--- config.mk ---
export PLATFORM = sky130hd
export DESIGN_NAME = avalon_st_frame_guard
export DESIGN_NICKNAME = d
export VERILOG_FILES = /design/src/rtl/avalon_st_pkg.sv /design/src/rtl/avalon_st_pipe_reg.sv /design/src/rtl/avalon_st_frame_guard.sv
export SDC_FILE = /design/constraint.sdc
export NUM_CORES = 1
export LEC_CHECK = 0
export CELL_PAD_IN_SITES_DETAIL_PLACEMENT = 2
export CELL_PAD_IN_SITES_GLOBAL_PLACEMENT = 2
export CORE_AREA = 2 2 445 447
export CTS_CLUSTER_DIAMETER = 60
export DETAILED_ROUTE_END_ITERATION = 10
export DIE_AREA = 0 0 447 449
export GPL_TIMING_DRIVEN = 0
export PLACE_DENSITY = 0.47
export SYNTH_ARGS = -nofsm -noshare
export SYNTH_HDL_FRONTEND = slang
export SYNTH_SLANG_ARGS = --single-unit
--- constraint.sdc ---
create_clock -name clk -period 4 [get_ports clk]
set_input_delay 0.6 -clock clk [delete_from_list [all_inputs] [get_ports clk]]
set_output_delay 0.6 -clock clk [all_outputs]
set_load 0.005 [all_outputs]
--- src/rtl/avalon_st_pkg.sv ---
// avalon_st_pkg: shared FSM encoding and default frame length limit for the Avalon-ST frame guard
package avalon_st_pkg;

    typedef enum logic [1:0] {
        ST_IDLE,
        ST_IN_FRAME,
        ST_DROP
    } guard_state_e;

    localparam int MAX_BEATS_DEFAULT = 150;

endpackage

--- src/rtl/avalon_st_pipe_reg.sv ---
// avalon_st_pipe_reg: single registered ready/valid stage, full throughput, payload held under backpressure
module avalon_st_pipe_reg #(
    parameter int WIDTH = 8
) (
    input  logic             clk,
    input  logic             rst,
    input  logic             in_valid,
    output logic             in_ready,
    input  logic [WIDTH-1:0] in_payload,
    output logic             out_valid,
    input  logic             out_ready,
    output logic [WIDTH-1:0] out_payload
);

    logic             valid_q, valid_d;
    logic [WIDTH-1:0] payload_q, payload_d;

    always_comb begin
        in_ready  = !valid_q || out_ready;
        valid_d   = in_ready ? in_valid : valid_q;
        payload_d = (in_ready && in_valid) ? in_payload : payload_q;
    end

    always_ff @(posedge clk) begin
        if (rst) begin
            valid_q   <= 1'b0;
            payload_q <= '0;
        end else begin
            valid_q   <= valid_d;
            payload_q <= payload_d;
        end
    end

    assign out_valid   = valid_q;
    assign out_payload = payload_q;

endmodule

--- src/rtl/avalon_st_frame_guard.sv ---
// avalon_st_frame_guard: drops orphan beats, force-terminates overlong or sop-interrupted frames, counts outcomes
module avalon_st_frame_guard
    import avalon_st_pkg::*;
#(
    parameter int DATA_WIDTH  = 512,
    parameter int EMPTY_WIDTH = 6,
    parameter int MAX_BEATS   = MAX_BEATS_DEFAULT,
    parameter int CNT_WIDTH   = 32
) (
    input  logic                   clk,
    input  logic                   rst,
    input  logic [DATA_WIDTH-1:0]  in_data,
    input  logic                   in_valid,
    input  logic                   in_sop,
    input  logic                   in_eop,
    input  logic [EMPTY_WIDTH-1:0] in_empty,
    output logic                   in_ready,
    output logic [DATA_WIDTH-1:0]  out_data,
    output logic                   out_valid,
    output logic                   out_sop,
    output logic                   out_eop,
    output logic [EMPTY_WIDTH-1:0] out_empty,
    output logic                   out_error,
    input  logic                   out_ready,
    input  logic                   cnt_clear,
    output logic [CNT_WIDTH-1:0]   cnt_good,
    output logic [CNT_WIDTH-1:0]   cnt_err,
    output logic [CNT_WIDTH-1:0]   cnt_drop
);

    localparam int BW = $clog2(MAX_BEATS + 1);
    localparam int PW = DATA_WIDTH + EMPTY_WIDTH + 3;

    guard_state_e         state_q, state_d;
    logic [BW-1:0]        count_q, count_d;
    logic [CNT_WIDTH-1:0] good_q, good_d, err_q, err_d, drop_q, drop_d;
    logic                 accept, fwd, term, last_beat;
    logic                 inc_good, inc_err, inc_drop;
    logic                 o_sop, o_eop, o_err;
    logic [EMPTY_WIDTH-1:0] o_empty;
    logic [PW-1:0]        pipe_out;

    assign accept    = in_valid && in_ready;
    assign last_beat = count_q == BW'(MAX_BEATS - 1);

    always_ff @(posedge clk) begin
        if (rst) begin
            state_q <= ST_IDLE;
            count_q <= '0;
            good_q  <= '0;
            err_q   <= '0;
            drop_q  <= '0;
        end else begin
            state_q <= state_d;
            count_q <= count_d;
            good_q  <= good_d;
            err_q   <= err_d;
            drop_q  <= drop_d;
        end
    end

    always_comb begin
        state_d = state_q;
        count_d = count_q;
        if (accept) begin
            case (state_q)
                ST_IDLE: if (in_sop && !in_eop) begin
                    state_d = ST_IN_FRAME;
                    count_d = BW'(1);
                end
                ST_IN_FRAME: if (in_sop || in_eop || last_beat) state_d = in_eop ? ST_IDLE : ST_DROP;
                             else count_d = count_q + BW'(1);
                ST_DROP: if (in_eop) state_d = ST_IDLE;
                default: state_d = ST_IDLE;
            endcase
        end
    end

    // term covers both forced terminations: length limit reached, or a new sop inside an open frame
    always_comb begin
        fwd      = accept && (state_q == ST_IN_FRAME || (state_q == ST_IDLE && in_sop));
        term     = accept && state_q == ST_IN_FRAME && (in_sop || (!in_eop && last_beat));
        inc_good = fwd && in_eop && !term;
        inc_err  = term;
        inc_drop = accept && !fwd;
        o_sop    = in_sop && !term;
        o_eop    = in_eop || term;
        o_empty  = term ? '0 : in_empty;
        o_err    = term;
        good_d   = cnt_clear ? '0 : (inc_good && !(&good_q)) ? good_q + 1'b1 : good_q;
        err_d    = cnt_clear ? '0 : (inc_err  && !(&err_q))  ? err_q  + 1'b1 : err_q;
        drop_d   = cnt_clear ? '0 : (inc_drop && !(&drop_q)) ? drop_q + 1'b1 : drop_q;
    end

    avalon_st_pipe_reg #(.WIDTH(PW)) u_pipe (
        .clk        (clk),
        .rst        (rst),
        .in_valid   (fwd),
        .in_ready   (in_ready),
        .in_payload ({o_sop, o_eop, o_empty, o_err, in_data}),
        .out_valid  (out_valid),
        .out_ready  (out_ready),
        .out_payload(pipe_out)
    );

    assign {out_sop, out_eop, out_empty, out_error, out_data} = pipe_out;
    assign cnt_good = good_q;
    assign cnt_err  = err_q;
    assign cnt_drop = drop_q;

endmodule

==> metrics.cfg <==
[finish]
layout.cells.non_filler=6953
final_nets=4727
syn2layout_area_growth_pct=80.08
drive_above_1_share=0.05943

[critical_path]
reg2regPathDepth=7
endpoint_kind=flip-flop
timing.rr.start=u_pipe.out_valid
required_ns=4.66
cp.arrival_ns=4.41
r2r_slack_ns=0.25
worst_setup_path_start_kind=flip-flop
worstPathMaxFanout=11
worstSetupPathType=reg -> reg
reg2reg_to=u_pipe.out_payload[284]

[clocking]
cts_buffer_depth=3
worstSkewPairLatency_ns=0.74
clk_pin_slew_ns=0.05
numClockSinks=628
hold_buffers=0
tritoncts=built
root_buffer=clkbuf_16
cts_made_buffers=111
h-tree-depth=3

[placement]
post-place-ws_ns=-0.9263
gp_congestion=0.9023
dp_cells=6724
hpwl_um=155500
port_buffers=1140

[logic_synthesis]
async_flop_share=0
ys_warn_count=0
ys_ff_latch=628
synth.net_count=3474
ys_seq_area_frac=0.5380
synth_top_flop_cell=dfxtp_1
synth_area_mm2=0.02337
syn_area_per_cell_um2=7.937
synth.distinct_cells=65
synth_edf_count=0
synthCells=2944

[hold_path]
min_from=in_sop
hp-class=in -> reg
hold_depth=3
min_to=u_pipe.out_payload[520]

[sta]
timing.fmax_ghz=0.2665
slew_violations=0
slew_headroom=0.1481
finalCriticalPeriod_ns=3.752
finalCritPeriodShare=0.9380
worst_pin_slew_ns=1.278
hold_viol_final=0
skew_ns=0.02521
worst_slack_ns=0.2482
rsz0062_at_grt=false
finalSetupTns_ns=0
setup_violations=0

[outcome]
status=finished clean

[detailed_routing]
wl_met3_um=11500
dr.max_layer_used=met5
dr.first_iter.drc_count=1130
drtAntennaViolNets=0
wl_met2_um=93910
viasPerCell=3.871
wl_met1_um=77710
wire_per_inst_um=27.02
drcViolationCount=0
dr.pass1.iters=5
vias=26920
wl_um=187800

[floorplanning]
die-height_um=449
io_pins=1144
die_x_um=447
num_rows=163
start_util=0.1191
die_area_mm2=0.2007
core-area_mm2=0.1962

[global_routing]
grt_usage=0.1815
antenna_found_initial=65
grt_pass1_vias=27940
grt_pass1_wl_um=249200
grt.overflow.total=0
grt_max_degree=16

[job]
drv_cap=0

[pwr]
vdd_ir_drop_max_mv=0.3156
p_per_area_mw_per_mm2=459.2
leakagePower_nw=13.97

sequential cells by signal (all words and copies together), names as in the netlist:
name,count
u_pipe.out_payload,521
cnt_drop,32
cnt_err,32
cnt_good,32
count_q,8
state_q,2
u_pipe.out_valid,1
routing by layer:
layer / GRT usage / up-vias
li1: - / 12470
met1: 0.2171 / 13480
met2: 0.3174 / 728
met3: 0.05049 / 231
met4: 0.04455 / 14
met5: 0 / -
layout make-up:
| class | instances | area [um^2] |
|---|---|---|
| antenna | 22 | 55.05 |
| buffer | 209 | 849.6 |
| clock buffer | 153 | 3208 |
| clock inverter | 54 | 720.7 |
| fill | 22670 | 154100 |
| inverter | 16 | 60.06 |
| multi-input combinational | 2091 | 9899 |
| sequential | 628 | 12570 |
| tap | 2640 | 3303 |
| timing repair buffer | 1140 | 11410 |
through the flow:
stage	hold WS, ns	util	power (W)	area, um^2
global route	0.2369	0.2143	0.02015	42050
finish	0.2742	0.2145	0.01932	42080
detailed placement	0.4487	0.1941	0.009251	38090
global placement	0.4415	0.1941	0.009232	38080
floorplan	0.4483	-	0.007436	23370
CTS	0.1731	0.2142	0.01973	42020
worst max-delay path by stage:
stage	start	to	slack (ns)	cells after the start
CTS	u_pipe.out_valid	u_pipe.out_payload[109]	0.06	7
global placement	out_ready	u_pipe.out_payload[169]	-1.59	9
finish	u_pipe.out_valid	u_pipe.out_payload[284]	0.25	7
global route	u_pipe.out_valid	u_pipe.out_payload[169]	0.05	8
detailed placement	out_ready	u_pipe.out_payload[109]	-0.93	8
floorplan	in_sop	cnt_drop[30]	1.83	6
cell usage after synthesis (all sizes together), types with 4 or more instances:
cell type,instances,area (um^2)
a31oi,4,25.02
o21ai,40,226.5
o21a,4,30.03
or4,31,240.2
nor2,37,138.9
a21oi,588,2965
and4,12,105.1
nand3,40,205.2
o31ai,26,195.2
buf,17,126.4
mux2i,12,120.1
or3,45,292.8
clkbuf,192,721.9
and3,12,75.07
dfxtp,628,12570
nand2,1098,4121
nor4,21,161.4
ha,5,62.56
nor3,10,61.31
inv,16,60.05
nor2b,4,25.02
xor2,6,52.55
nand4,38,265.3
xnor2,9,78.83
o211ai,5,37.54
a211oi,6,45.04
cells by family after synthesis:
family	synth area share
simple gates	0.2496
mux	0.005140
xor+xnor	0.005622
buf+inv	0.03887
flops	0.5380
fa+ha+maj	0.002677
compound gates	0.1601
repair_timing:
action	in CTS	in global routing
setup endpoints to repair	137	0
buffers inserted	0	0
gates resized for setup	1	0
where the power goes:
| group | leakage (nW) | internal (W) | switching [W] |
|---|---|---|---|
| clock | 1.90 | 0.00645 | 0.00379 |
| combinational | 6.95 | 0.00112 | 0.00120 |
| sequential | 5.12 | 0.00654 | 0.000226 |
| total | 14.0 | 0.0141 | 0.00521 |
layout by cell type, fill, tap and decap left out, types with 10 or more instances in the layout:
cell,n
diode_2,22
buf_2,10
clkdlybuf4s50_1,1140
nand3_1,38
o21ai_0,33
or4_1,27
o31ai_1,26
a21oi_1,582
nand4_1,35
bufinv_16,13
clkbuf_8,23
nor2_1,36
clkinvlp_4,11
or3_1,36
clkbuf_1,207
inv_1,15
mux2i_1,12
dfxtp_1,628
nor4_1,19
nand2_1,1098
clkbuf_16,113
and4_1,12
and3_1,12
clkinv_2,13
worst max-delay path: stages (launching register included):
cell and delay (ns):
dfxtp_1 0.41, nor2b_1 0.46, inv_2 0.24, nand3_2 0.48, clkbuf_1 0.96, clkbuf_1 0.73
nand2_1 0.17, a21oi_1 0.17
No activity file was read; power rests on OpenSTA's default activity.
